File: src/rtl/banco_salidas_pkg.sv
// Shared constants for the output-port bank: default widths/depths and port indices.
package banco_salidas_pkg;
  localparam int DW_DEF      = 8;
  localparam int DEPTH_DEF   = 4;
  localparam int NUM_PUERTOS = 4;
  localparam int PUERTO_A    = 0;
  localparam int PUERTO_B    = 1;
  localparam int PUERTO_C    = 2;
  localparam int PUERTO_D    = 3;
endpackage

File: src/rtl/banco_salidas_if.sv
// Bus between the datapath/consumers (master) and the output-port bank (slave).
interface banco_salidas_if #(parameter int DW = 8);
  logic [DW-1:0] dato;
  logic [3:0]    we_s_r;
  logic [3:0]    clr_ovf;
  logic [3:0]    ready_out;
  logic [DW-1:0] datos_outA;
  logic [DW-1:0] datos_outB;
  logic [DW-1:0] datos_outC;
  logic [DW-1:0] datos_outD;
  logic [3:0]    valid_out;
  logic [3:0]    lleno;
  logic [3:0]    ovf;

  modport master (
    output dato, we_s_r, clr_ovf, ready_out,
    input  datos_outA, datos_outB, datos_outC, datos_outD, valid_out, lleno, ovf
  );

  modport slave (
    input  dato, we_s_r, clr_ovf, ready_out,
    output datos_outA, datos_outB, datos_outC, datos_outD, valid_out, lleno, ovf
  );
endinterface

File: src/rtl/banco_salidas_fifo_salida.sv
// One output-port FIFO: storage, pointers, occupancy, full/valid and overflow flag.
// STICKY_OVF_EN makes ovf hold until clr_ovf; otherwise ovf is a one-cycle drop pulse.
module fifo_salida
  import banco_salidas_pkg::*;
#(
  parameter int DW    = DW_DEF,
  parameter int DEPTH = DEPTH_DEF
) (
  input  logic          clk,
  input  logic          reset,
  input  logic [DW-1:0] dato,
  input  logic          we,
  input  logic          ready,
  input  logic          clr_ovf,
  output logic [DW-1:0] datos_out,
  output logic          valid,
  output logic          lleno,
  output logic          ovf
);
  localparam int AW = $clog2(DEPTH);
  localparam int CW = AW + 1;

  logic [DW-1:0] mem [DEPTH];
  logic [AW-1:0] wr_ptr, rd_ptr;
  logic [CW-1:0] count;
  logic [DW-1:0] last_q;
  logic          pop, push, drop;

  assign valid = (count != '0);
  assign lleno = (count == CW'(DEPTH));
  assign pop   = valid & ready;
  assign push  = we & (~lleno | pop);
  assign drop  = we & lleno & ~pop;

  // An empty port shows the last byte it handed out rather than stale storage.
  assign datos_out = valid ? mem[rd_ptr] : last_q;

  always_ff @(posedge clk) begin
    if (push && !reset)
      mem[wr_ptr] <= dato;
  end

  always_ff @(posedge clk) begin
    if (reset) begin
      wr_ptr <= '0;
      rd_ptr <= '0;
      count  <= '0;
      last_q <= '0;
    end else begin
      if (push)
        wr_ptr <= wr_ptr + AW'(1);
      if (pop) begin
        rd_ptr <= rd_ptr + AW'(1);
        last_q <= mem[rd_ptr];
      end
      case ({push, pop})
        2'b10:   count <= count + CW'(1);
        2'b01:   count <= count - CW'(1);
        default: count <= count;
      endcase
    end
  end

`ifdef STICKY_OVF_EN
  always_ff @(posedge clk) begin
    if (reset)
      ovf <= 1'b0;
    else
      ovf <= drop | (ovf & ~clr_ovf);
  end
`else
  logic unused_clr_ovf;
  assign unused_clr_ovf = clr_ovf;

  always_ff @(posedge clk) begin
    if (reset)
      ovf <= 1'b0;
    else
      ovf <= drop;
  end
`endif
endmodule

File: src/rtl/banco_salidas.sv
// Output-port bank: four independent port FIFOs fed by the datapath write strobes.
// Build option STICKY_OVF_EN selects sticky overflow flags in every port.
module banco_salidas
  import banco_salidas_pkg::*;
#(
  parameter int DW    = DW_DEF,
  parameter int DEPTH = DEPTH_DEF
) (
  input  logic clk,
  input  logic reset,
  banco_salidas_if.slave bus
);
  logic [DW-1:0]          datos [NUM_PUERTOS];
  logic [NUM_PUERTOS-1:0] valid_v, lleno_v, ovf_v;

  for (genvar i = 0; i < NUM_PUERTOS; i++) begin : g_puerto
    fifo_salida #(.DW(DW), .DEPTH(DEPTH)) u_fifo (
      .clk       (clk),
      .reset     (reset),
      .dato      (bus.dato),
      .we        (bus.we_s_r[i]),
      .ready     (bus.ready_out[i]),
      .clr_ovf   (bus.clr_ovf[i]),
      .datos_out (datos[i]),
      .valid     (valid_v[i]),
      .lleno     (lleno_v[i]),
      .ovf       (ovf_v[i])
    );
  end

  assign bus.datos_outA = datos[PUERTO_A];
  assign bus.datos_outB = datos[PUERTO_B];
  assign bus.datos_outC = datos[PUERTO_C];
  assign bus.datos_outD = datos[PUERTO_D];
  assign bus.valid_out  = valid_v;
  assign bus.lleno      = lleno_v;
  assign bus.ovf        = ovf_v;
endmodule

File: src/flat_wrapper.sv
// flat-port wrapper written by rule: the top's interface ports become plain ports
module banco_salidas_flat import banco_salidas_pkg::*;
#(
  parameter int DW    = DW_DEF,
  parameter int DEPTH = DEPTH_DEF
)
  (clk, reset, bus_dato, bus_we_s_r, bus_clr_ovf, bus_ready_out, bus_datos_outA, bus_datos_outB, bus_datos_outC, bus_datos_outD, bus_valid_out, bus_lleno, bus_ovf);
  banco_salidas_if #(.DW(DW)) bus_i ();
  input  logic clk;
  input  logic reset;
  input wire logic [$bits(bus_i.dato)-1:0] bus_dato;
  input wire logic [$bits(bus_i.we_s_r)-1:0] bus_we_s_r;
  input wire logic [$bits(bus_i.clr_ovf)-1:0] bus_clr_ovf;
  input wire logic [$bits(bus_i.ready_out)-1:0] bus_ready_out;
  output wire logic [$bits(bus_i.datos_outA)-1:0] bus_datos_outA;
  output wire logic [$bits(bus_i.datos_outB)-1:0] bus_datos_outB;
  output wire logic [$bits(bus_i.datos_outC)-1:0] bus_datos_outC;
  output wire logic [$bits(bus_i.datos_outD)-1:0] bus_datos_outD;
  output wire logic [$bits(bus_i.valid_out)-1:0] bus_valid_out;
  output wire logic [$bits(bus_i.lleno)-1:0] bus_lleno;
  output wire logic [$bits(bus_i.ovf)-1:0] bus_ovf;
  assign bus_i.dato = bus_dato;
  assign bus_i.we_s_r = bus_we_s_r;
  assign bus_i.clr_ovf = bus_clr_ovf;
  assign bus_i.ready_out = bus_ready_out;
  assign bus_datos_outA = bus_i.datos_outA;
  assign bus_datos_outB = bus_i.datos_outB;
  assign bus_datos_outC = bus_i.datos_outC;
  assign bus_datos_outD = bus_i.datos_outD;
  assign bus_valid_out = bus_i.valid_out;
  assign bus_lleno = bus_i.lleno;
  assign bus_ovf = bus_i.ovf;
  banco_salidas #(.DW(DW), .DEPTH(DEPTH)) u_core (.clk(clk), .reset(reset), .bus(bus_i));
endmodule
File: config.mk
export PLATFORM = sky130hd
export DESIGN_NAME = banco_salidas_flat
export DESIGN_NICKNAME = d
export VERILOG_FILES = /design/src/rtl/banco_salidas_pkg.sv /design/src/rtl/banco_salidas_if.sv /design/src/rtl/banco_salidas_fifo_salida.sv /design/src/rtl/banco_salidas.sv /design/src/flat_wrapper.sv
export SDC_FILE = /design/constraint.sdc
export NUM_CORES = 1
export LEC_CHECK = 0
export ABC_AREA = 1
export CAP_MARGIN = 20
export CORE_MARGIN = 4
export CORE_UTILIZATION = 60
export CTS_CLUSTER_SIZE = 10
export DETAILED_ROUTE_END_ITERATION = 16
export PLACE_DENSITY_LB_ADDON = 0.3
export SYNTH_ARGS = -nofsm -noshare
export SYNTH_HDL_FRONTEND = slang
export SYNTH_HIERARCHICAL = 1
export SYNTH_SLANG_ARGS = --single-unit
File: constraint.sdc
create_clock -name clk -period 4.8 [get_ports clk]
set_input_delay 0.96 -clock clk [delete_from_list [all_inputs] [get_ports clk]]
set_output_delay 0.96 -clock clk [all_outputs]
set_load 0.02 [all_outputs]
==> metrics.yaml <==
rsz0062_at_grt: "no"
core_sq_um: 14000
synthAdderAreaFrac_pct: 3.40
synth_top_family_by_area: "simple AND/OR/NAND/NOR gates"
place_inst: 1066
timing.fmax_mhz: 287
hpwl_microns: 10500
drv_cap: 0
totalPowerFinal_mw: 5.17
cp.required_ps: 3840
period_share_pct: 72.6
grt_pass1_wl_microns: 26300
synth-simple-area-share_pct: 14.7
yosysTopAreaCell: "edfxtp_1"
syn_inst: 849
synth_top_cell_area_share_pct: 44.6
die_h_microns: 128
mostFrequentLayoutCell: "nand2_1"
portBuffers: 61
ios: 66
worst_pin_slew_ps: 816
synth.net_count: 892
min_period_ps: 3490
pwr-share-seq_pct: 41.3
routed_wl_microns: 16300
syn_area_sq_um: 8620
initial_core_util_pct: 61.6
status: "finished, final reports clean"
layout-drive-gt1-share_pct: 9.48
swShare_pct: 32.0
final_max_slew_viol_count: 0
drt.antenna.violating_nets: 0
die_w_microns: 128
cp_max_fo: 17
p_sw_mw: 1.65
synth_area_leaders: "edfxtp_1, dfxtp_1, nand2_1"
n_fill_cell: 1022
synth_seq_cells: 200
firstDrtPassIters: 5
place_congestion: 0.796
max-vdd-ir-drop_v: 0.000300
htreeDepth: 4
dr.first_iter.drc_count: 528
finalHoldWorstSlack_ps: 501
hold_viol: 0
rr_worst_depth: 13
layout.cells.non_filler: 1098
seq_area_sq_um: 5290
worstHoldPathCells: 2
cts_sinks: 200
cpPeakStageDelay_ps: 730
crit_path_start_kind: "register"
cts_hold_buffers: 0
antennaDiodeCount: 0
grt_max_degree: 22
powerDensity_nw_per_um2: 522
grt_usage_pct: 20.5
crit_arrival_ps: 2530
seq_area_frac_synth_pct: 61.3
antenna_found_initial: 0
crit_path_top_delay_cell: "dfxtp_1"
pwr-share-comb_pct: 29.9
pwr-share-clk_pct: 28.8
path_cells: "inv_2, o21ai_0, o22a_1, o21ai_1, clkdlybuf4s50_1"
dieArea_sq_um: 16300
critPathCaptureType: "output port"
clockBufferDepth: 2
vias: 5881
setup_viol: 0
internal-power_mw: 3.51
rows: 43
fin_skew_ps: 5.97
via_per_inst: 5.36
root_buffer: "clkbuf_16"
setup_tns_ps: 0
clk-insertion-delay-late_ps: 430
yosys_warnings: 6
nNetsFinal: 948
syn_to_final_growth_pct: 14.7
numCtsBuffers: 17
synth_compound_area_share_pct: 12.7
muxShareOfSynthArea_pct: 0
cts_setup_buffers: 0
detail_route.wl_per_cell_microns: 14.9
drc: 0
final_cell_mix: "nand2_1, edfxtp_1, inv_1"
post_synth.cell_area_avg_sq_um: 10.2
synth_cell_types: 33
synthXorXnorAreaFrac_pct: 0.305
setup.worst_path.class: "register to output port"
multiInputGateArea_sq_um: 2680
grt_pass1_vias: 5428
max_slew_margin_pct: 45.4
tritoncts: "done"
cts_resized: 0
p_leak_nw: 3.90
clk_pin_slew_ps: 70
overflow: 0
hold_path.class: "register to register"
cell type report:
| type | count | area share [%] |
|---|---|---|
| clock buffer | 25 | 5.24 |
| clock inverter | 7 | 1.13 |
| inverter | 115 | 4.42 |
| multi-input combinational | 508 | 27.1 |
| sequential | 200 | 53.5 |
| tap | 180 | 2.28 |
| timing repair buffer | 63 | 6.33 |
cell families (layout without fill, tap and decap cells):
kind of cell	count (synthesis)	in the layout
buffers and inverters	141	210
xor gates and xnor gates	3	3
AOI/OAI and AO/OA	186	186
DFF	200	200
and+or+nand+nor	298	298
adders and majority gates	21	21
power groups by stage:
stage / registers [mW] / logic, mW / clock network, mW
after floorplan: 2.11 / 1.11 / 0
after global placement: 2.16 / 1.51 / 0
after detailed placement: 2.17 / 1.55 / 0
after CTS: 2.13 / 1.56 / 1.51
after global routing: 2.15 / 1.71 / 1.58
final: 2.13 / 1.55 / 1.49
metrics by stage:
stage	cell area [sq um]	util (%)	setup WS, ps
3_5_place_dp	9260	66.2	1290
5_1_grt	9890	70.7	1120
2_1_floorplan	8620	-	2620
4_1_cts	9890	70.7	1260
3_3_place_gp	9260	66.2	1340
6_report	9890	70.7	1310
cells in the mapped netlist (all sizes together):
library cell	instances
inv	115
fa	4
o21ai	107
nand4	6
ha	17
clkbuf	4
xor2	3
buf	22
o22a	24
nor2	98
dfxtp	72
nor3	4
nand3	38
nand2	152
a21boi	3
edfxtp	128
a21oi	52
worst paths after layout:
check,from,to,slack (ps)
worst max register to register,u_core/g_puerto[2].u_fifo/count[1],u_core/g_puerto[2].u_fifo/count[2],2620
worst min register to register,u_core/g_puerto[1].u_fifo/rd_ptr[1],u_core/g_puerto[1].u_fifo/rd_ptr[1],500
worst min-delay path,u_core/g_puerto[1].u_fifo/rd_ptr[1],u_core/g_puerto[1].u_fifo/rd_ptr[1],500
worst max-delay path,register,bus_datos_outB[4],1310
critical path: cells and delay by family, from the launching register on:
kind | cells | cell delay (ps)
AOI/OAI and AO/OA | 3 | 550
buffers and inverters | 2 | 810
DFF | 1 | 730
sequential cells by signal (all words and copies together) (netlist names), named ones only:
register and cells:
u_core/g_puerto.u_fifo/rd_ptr 8, u_core/g_puerto.u_fifo/mem 128, u_core/g_puerto.u_fifo/wr_ptr 8, u_core/g_puerto.u_fifo/count 12, u_core/g_puerto.u_fifo/last_q 32, u_core/g_puerto.u_fifo/ovf 4
layer usage:
metal / GRT usage (%) / routed length, microns / share of wire [%]
met2: 34.8 / 8530 / 52
met3: 3.54 / 576 / 3.5
met1: 26.8 / 6970 / 43
met5: 0 / 0 / 0
met4: 6.99 / 267 / 1.6
(Power assumes the default switching activity.)
==> edit 1, RTL diff (same settings) <==
Change the package constant `DW_DEF` from 8 to 7.
--- a/src/rtl/banco_salidas_pkg.sv
+++ b/src/rtl/banco_salidas_pkg.sv
@@ -1,6 +1,6 @@
 // Shared constants for the output-port bank: default widths/depths and port indices.
 package banco_salidas_pkg;
-  localparam int DW_DEF      = 8;
+  localparam int DW_DEF      = 7;
   localparam int DEPTH_DEF   = 4;
   localparam int NUM_PUERTOS = 4;
   localparam int PUERTO_A    = 0;
Interface: changed (5 resized); port bits go from 66 to 61. No check against the original RTL was run, so the function may have changed too.
==> edit 1 against the original RTL <==
- power down 11%
- first-iteration DRC count decreased by 14%
- synthesized area down 9.2%
- cell count shrank 14%
- cell area decreased by 9.1%
- clock power fell by 7%
- sequential cell count shrank 20
- routed wire length is 12% lower
- setup slack gained 170 ps
- count of clock-buffer cells in the layout down 6
- highest routed layer unchanged
==> edit 1: results (changes against the original RTL) <==
[grt]
grt_pass1_wl_mm=23.83  ; was 26.34 mm
gr-usage-all-layers_pct=20.55  ; was 20.47%
grt_pass1_vias=5000  ; was 5,428
grt_max_degree=20  ; was 22

[synthesis]
synthXorXnorAreaFrac_pct=0.4477  ; was 0.3048%
synthCells=700  ; was 849
synth_top_area_share_pct=42.98  ; was 44.59%
yosysWarnings=6  ; unchanged
synth_seq_area_share_pct=60.38  ; was 61.31%
synth_edf_count=112  ; was 128
synth_fa_ha_area_share_pct=3.582  ; was 3.396%
synth.area.top_cells=edfxtp_1, dfxtp_1, o21ai_1, nor2_1, a21oi_2  ; was edfxtp_1, dfxtp_1, nand2_1, inv_1, nor2_1
synth_compound_area_share_pct=16.95  ; was 12.74%
yosys-top-cells-count=edfxtp_1, nor2_1, dfxtp_1  ; was nand2_1, edfxtp_1, inv_1

[detailed_routing]
num_vias=5154  ; was 5,881
dr.pass1.iters=6  ; was 5
drtIter0Drc=455  ; was 528
routedWlPerCell_um=15.37  ; was 14.88 um

[final_layout]
fill_cells=898  ; was 1,022
final.clkbuf_count=19  ; was 25
regArea_um2=4725  ; was 5285 um2
finalNonFillerCells=940  ; was 1,098
multi_input_area_um2=2603  ; was 2684 um2
final_util_pct=70.92  ; was 70.67%
signal_buffers=56  ; was 63
layout-drive-gt1-share_pct=16.80  ; was 9.477%
largest_registers=u_core/g_puerto.u_fifo/mem (112), u_core/g_puerto.u_fifo/last_q (28), u_core/g_puerto.u_fifo/count (12)  ; was u_core/g_puerto.u_fifo/mem (128), u_core/g_puerto.u_fifo/last_q (32), u_core/g_puerto.u_fifo/count (12)
clock_area_share_pct=6.572  ; was 6.366%
seq_cells=180  ; was 200
nonClkBufAreaFrac_pct=6.238  ; was 6.328%
inv_count=72  ; was 115
nets=796  ; was 948
multi_input_cells=428  ; was 508

[sta]
hold_slack_ps=497.4  ; was 501.3 ps
relSlewSlack_pct=49.75  ; was 45.43%
skew_ps=8.439  ; was 5.968 ps
clock.fmax_mhz=301.6  ; was 286.9 MHz

[power_and_ir_drop]
irDropWorstVdd_uv=338.0  ; was 299.8 uV
p_leak_uw=0.003293  ; was 0.003902 uW

[placed_design]
place_ws_ps=1346  ; was 1293 ps
gp_congestion=0.8184  ; was 0.7958
io_buffers=56  ; was 61
dp_cells=908  ; was 1,066
placement.cell_area_um2=8396  ; was 9256 um2

[critical_path]
crit_family=buffers and inverters  ; unchanged
r2r-end=u_core/g_puerto[0].u_fifo/count[2]  ; was u_core/g_puerto[2].u_fifo/count[2]
crit_arrival_ps=2360  ; was 2530 ps
max_stage_delay_ps=640  ; was 730 ps
rrSetupSlack_ps=2980  ; was 2620 ps
critical_path.max_fanout=15  ; was 17

[status]
status=completed  ; unchanged

[worst_hold_path]
worstHoldPathCells=1  ; was 2
hold-path-endpoint=u_core/g_puerto[3].u_fifo/rd_ptr[0]  ; was u_core/g_puerto[1].u_fifo/rd_ptr[1]

[die]
fp.dieW_um=122.2  ; was 127.9 um

[clocking]
h-tree-depth=4  ; unchanged

-- edit 1: changes by cell type in the layout (fill, tap and decap cells not counted), sizes merged, moves of 4 or more --
cell / delta
dfxtp: -4
nand2: -80
nor2: -10
nand3: -18
o22a: +4
clkinvlp: +4
clkdlybuf4s50: -5
edfxtp: -16
o21ai: +17
clkbuf: -6
inv: -42
a21oi: +4
-- edit 1: routing by layer --
| metal | wire (um) | GRT usage, % | up-vias |
|---|---|---|---|
| met3 | 523 | 4.689 | 27 |
| met2 | 7123 | 33.32 | 123 |
| li1 | - | - | 2565 |
| met1 | 6495 | 26.67 | 2439 |
| met4 | 301 | 8.817 | 0 |
| met5 | 0 | 0 | - |
-- edit 1: where the power goes --
group	total (uW)	internal [uW]	switching, uW
logic	1320	524	799
registers	1890	1780	110
clock network	1380	817	558
-- edit 1: logic make-up after synthesis --
kind of cell             Yosys count
AND/OR/NAND/NOR                  192
AO/OA/AOI/OAI                    212
flip-flops                       180
XOR/XNOR                           4
buffers and inverters             92
adder cells (fa/ha/maj)           20
==> edit 2, RTL diff (same settings) <==
Without the edit above. The option `STICKY_OVF_EN` is turned on by a define.
--- a/src/rtl/banco_salidas_fifo_salida.sv
+++ b/src/rtl/banco_salidas_fifo_salida.sv
@@ -1,5 +1,7 @@
 // One output-port FIFO: storage, pointers, occupancy, full/valid and overflow flag.
 // STICKY_OVF_EN makes ovf hold until clr_ovf; otherwise ovf is a one-cycle drop pulse.
+`define STICKY_OVF_EN
+
 module fifo_salida
   import banco_salidas_pkg::*;
 #(
Behaviour: not the same (Yosys sat finds a counterexample within 10 cycles, from zero or initial values and one cycle with reset high).
==> edit 2 against the original RTL <==
- clock skew grew 1.8 ps
- sequential power about the same
- first-iteration DRC count grew 30%
- highest routed layer unchanged
- routed wire length increased by 7.7%
- power is 0.66% lower
- setup slack worse by 31 ps
- synthesized area about the same
- largest cell class unchanged
- cell area is 0.14% higher
- hold slack worse by 23 ps
- sequential cell count unchanged
==> edit 2: results (changes against the original RTL) <==
[final_layout]
inv_count=122  ; was 115
clock_area_share_pct=6.168  ; was 6.366%
sh_seq_area_pct=53.39  ; was 53.46%
nets=961  ; was 948
signal_buffers=65  ; was 63
final.clkbuf_count=18  ; was 25
multi_input_cells=512  ; was 508
multi_input_area_um2=2670  ; was 2684 um2
seq_cells=200  ; unchanged
layout-drive-gt1-share_pct=7.948  ; was 9.477%
antennaDiodeCount=0  ; unchanged
largest_registers=u_core/g_puerto.u_fifo/mem (128), u_core/g_puerto.u_fifo/last_q (32), u_core/g_puerto.u_fifo/count (12)  ; unchanged
fill_cells=1022  ; unchanged
nonClkBufAreaFrac_pct=6.572  ; was 6.328%

[power_and_ir_drop]
p_leak_uw=0.003893  ; was 0.003902 uW
p_seq_uw=2130  ; about the same
irDropWorstVdd_uv=287.4  ; was 299.8 uV
p_per_area_nw_per_um2=518.3  ; was 522.5 nW/um2
p_sw_uw=1661  ; was 1651 uW

[critical_path]
crit_arrival_ps=2560  ; was 2530 ps
max_stage_delay_ps=710  ; was 730 ps
rrSetupSlack_ps=2690  ; was 2620 ps

[synthesis]
yosys-top-cells-count=nand2_1, edfxtp_1, inv_1  ; unchanged
synth_fp_nets=903  ; was 892
synth_seq_area_share_pct=61.34  ; was 61.31%
synth.area.top_cells=edfxtp_1, dfxtp_1, nand2_1, inv_1, nor2_1  ; unchanged
synth_area_um2=8616  ; was 8621 um2
ys_types=31  ; was 33

[grt]
grt_pass1_wl_mm=27.97  ; was 26.34 mm
gr-usage-all-layers_pct=22.05  ; was 20.47%
grt_max_degree=22  ; unchanged
antenna_found_initial=0  ; unchanged
grt_pass1_vias=5623  ; was 5,428

[detailed_routing]
routedWlPerCell_um=15.84  ; was 14.88 um
drtIter0Drc=684  ; was 528
ant_nets=0  ; unchanged
dr.pass1.iters=7  ; was 5
vias_per_cell=5.387  ; was 5.356

[clocking]
clk_pin_slew_worst_paths_ps=70  ; about the same
cts_setup_buffers=0  ; unchanged
cts_buffers=17  ; unchanged

[placed_design]
gp_congestion=0.8531  ; was 0.7958
dp_hpwl_mm=11.70  ; was 10.52 mm
io_buffers=65  ; was 61
placement.cell_area_um2=9289  ; was 9256 um2

[worst_hold_path]
hold_start=u_core/g_puerto[2].u_fifo/ovf  ; was u_core/g_puerto[1].u_fifo/rd_ptr[1]
hold-path-endpoint=u_core/g_puerto[2].u_fifo/ovf  ; was u_core/g_puerto[1].u_fifo/rd_ptr[1]

[sta]
skew_ps=7.740  ; was 5.968 ps
relSlewSlack_pct=42.76  ; was 45.43%

[status]
status=completed  ; unchanged

## edit 2: changes by cell type in the layout (fill, tap and decap cells not counted), moves of 4 or more
cell / change
nand2_1: +9
clkinvlp_4: +5
nand2_2: -9
clkdlybuf4s50_1: +4
inv_1: +8
## edit 2: kinds of logic (layout without fill, tap and decap cells)
kind of cell,count (synthesis),after routing,synth area share [%]
AO/OA/AOI/OAI,190,190,13.07
buffers and inverters,148,219,7.668
XOR/XNOR,3,3,0.3050
adder cells (fa/ha/maj),21,21,3.398
AND/OR/NAND/NOR,298,298,14.22
flip-flops,200,200,61.34
## edit 2: through the flow
step           worst slack (ps)  hold WS (ps)  utilization (%)  std cells
3_5_place_dp               1253         479.8            66.40       1079
2_1_floorplan              2575         456.9                -        860
3_3_place_gp               1346         471.2            66.40       1079
4_1_cts                    1298         483.8            70.77       1111
6_report                   1284         478.8            70.77       1111
5_1_grt                    1126         520.9            70.77       1111
## edit 2: routing by layer
| layer | vias to the layer above | part of all wire [%] | global-route usage [%] |
|---|---|---|---|
| met5 | - | 0 | 0 |
| met3 | 18 | 4.7 | 4.542 |
| li1 | 2986 | - | - |
| met4 | 0 | 1.4 | 7.366 |
| met2 | 166 | 50 | 36.23 |
| met1 | 2815 | 44 | 29.52 |
## edit 2: worst max-delay path by stage
| stage | startpoint | endpoint | slack, ps |
|---|---|---|---|
| detailed placement | reset | u_core/g_puerto[2].u_fifo/mem[1][0] | 1250 |
| floorplan | bus_ready_out[2] | u_core/g_puerto[2].u_fifo/count[2] | 2580 |
| finish | flip-flop | bus_datos_outA[0] | 1280 |
| global route | flip-flop | bus_datos_outC[4] | 1130 |
| global placement | reset | u_core/g_puerto[2].u_fifo/mem[1][0] | 1350 |
| CTS | flip-flop | bus_datos_outD[3] | 1300 |
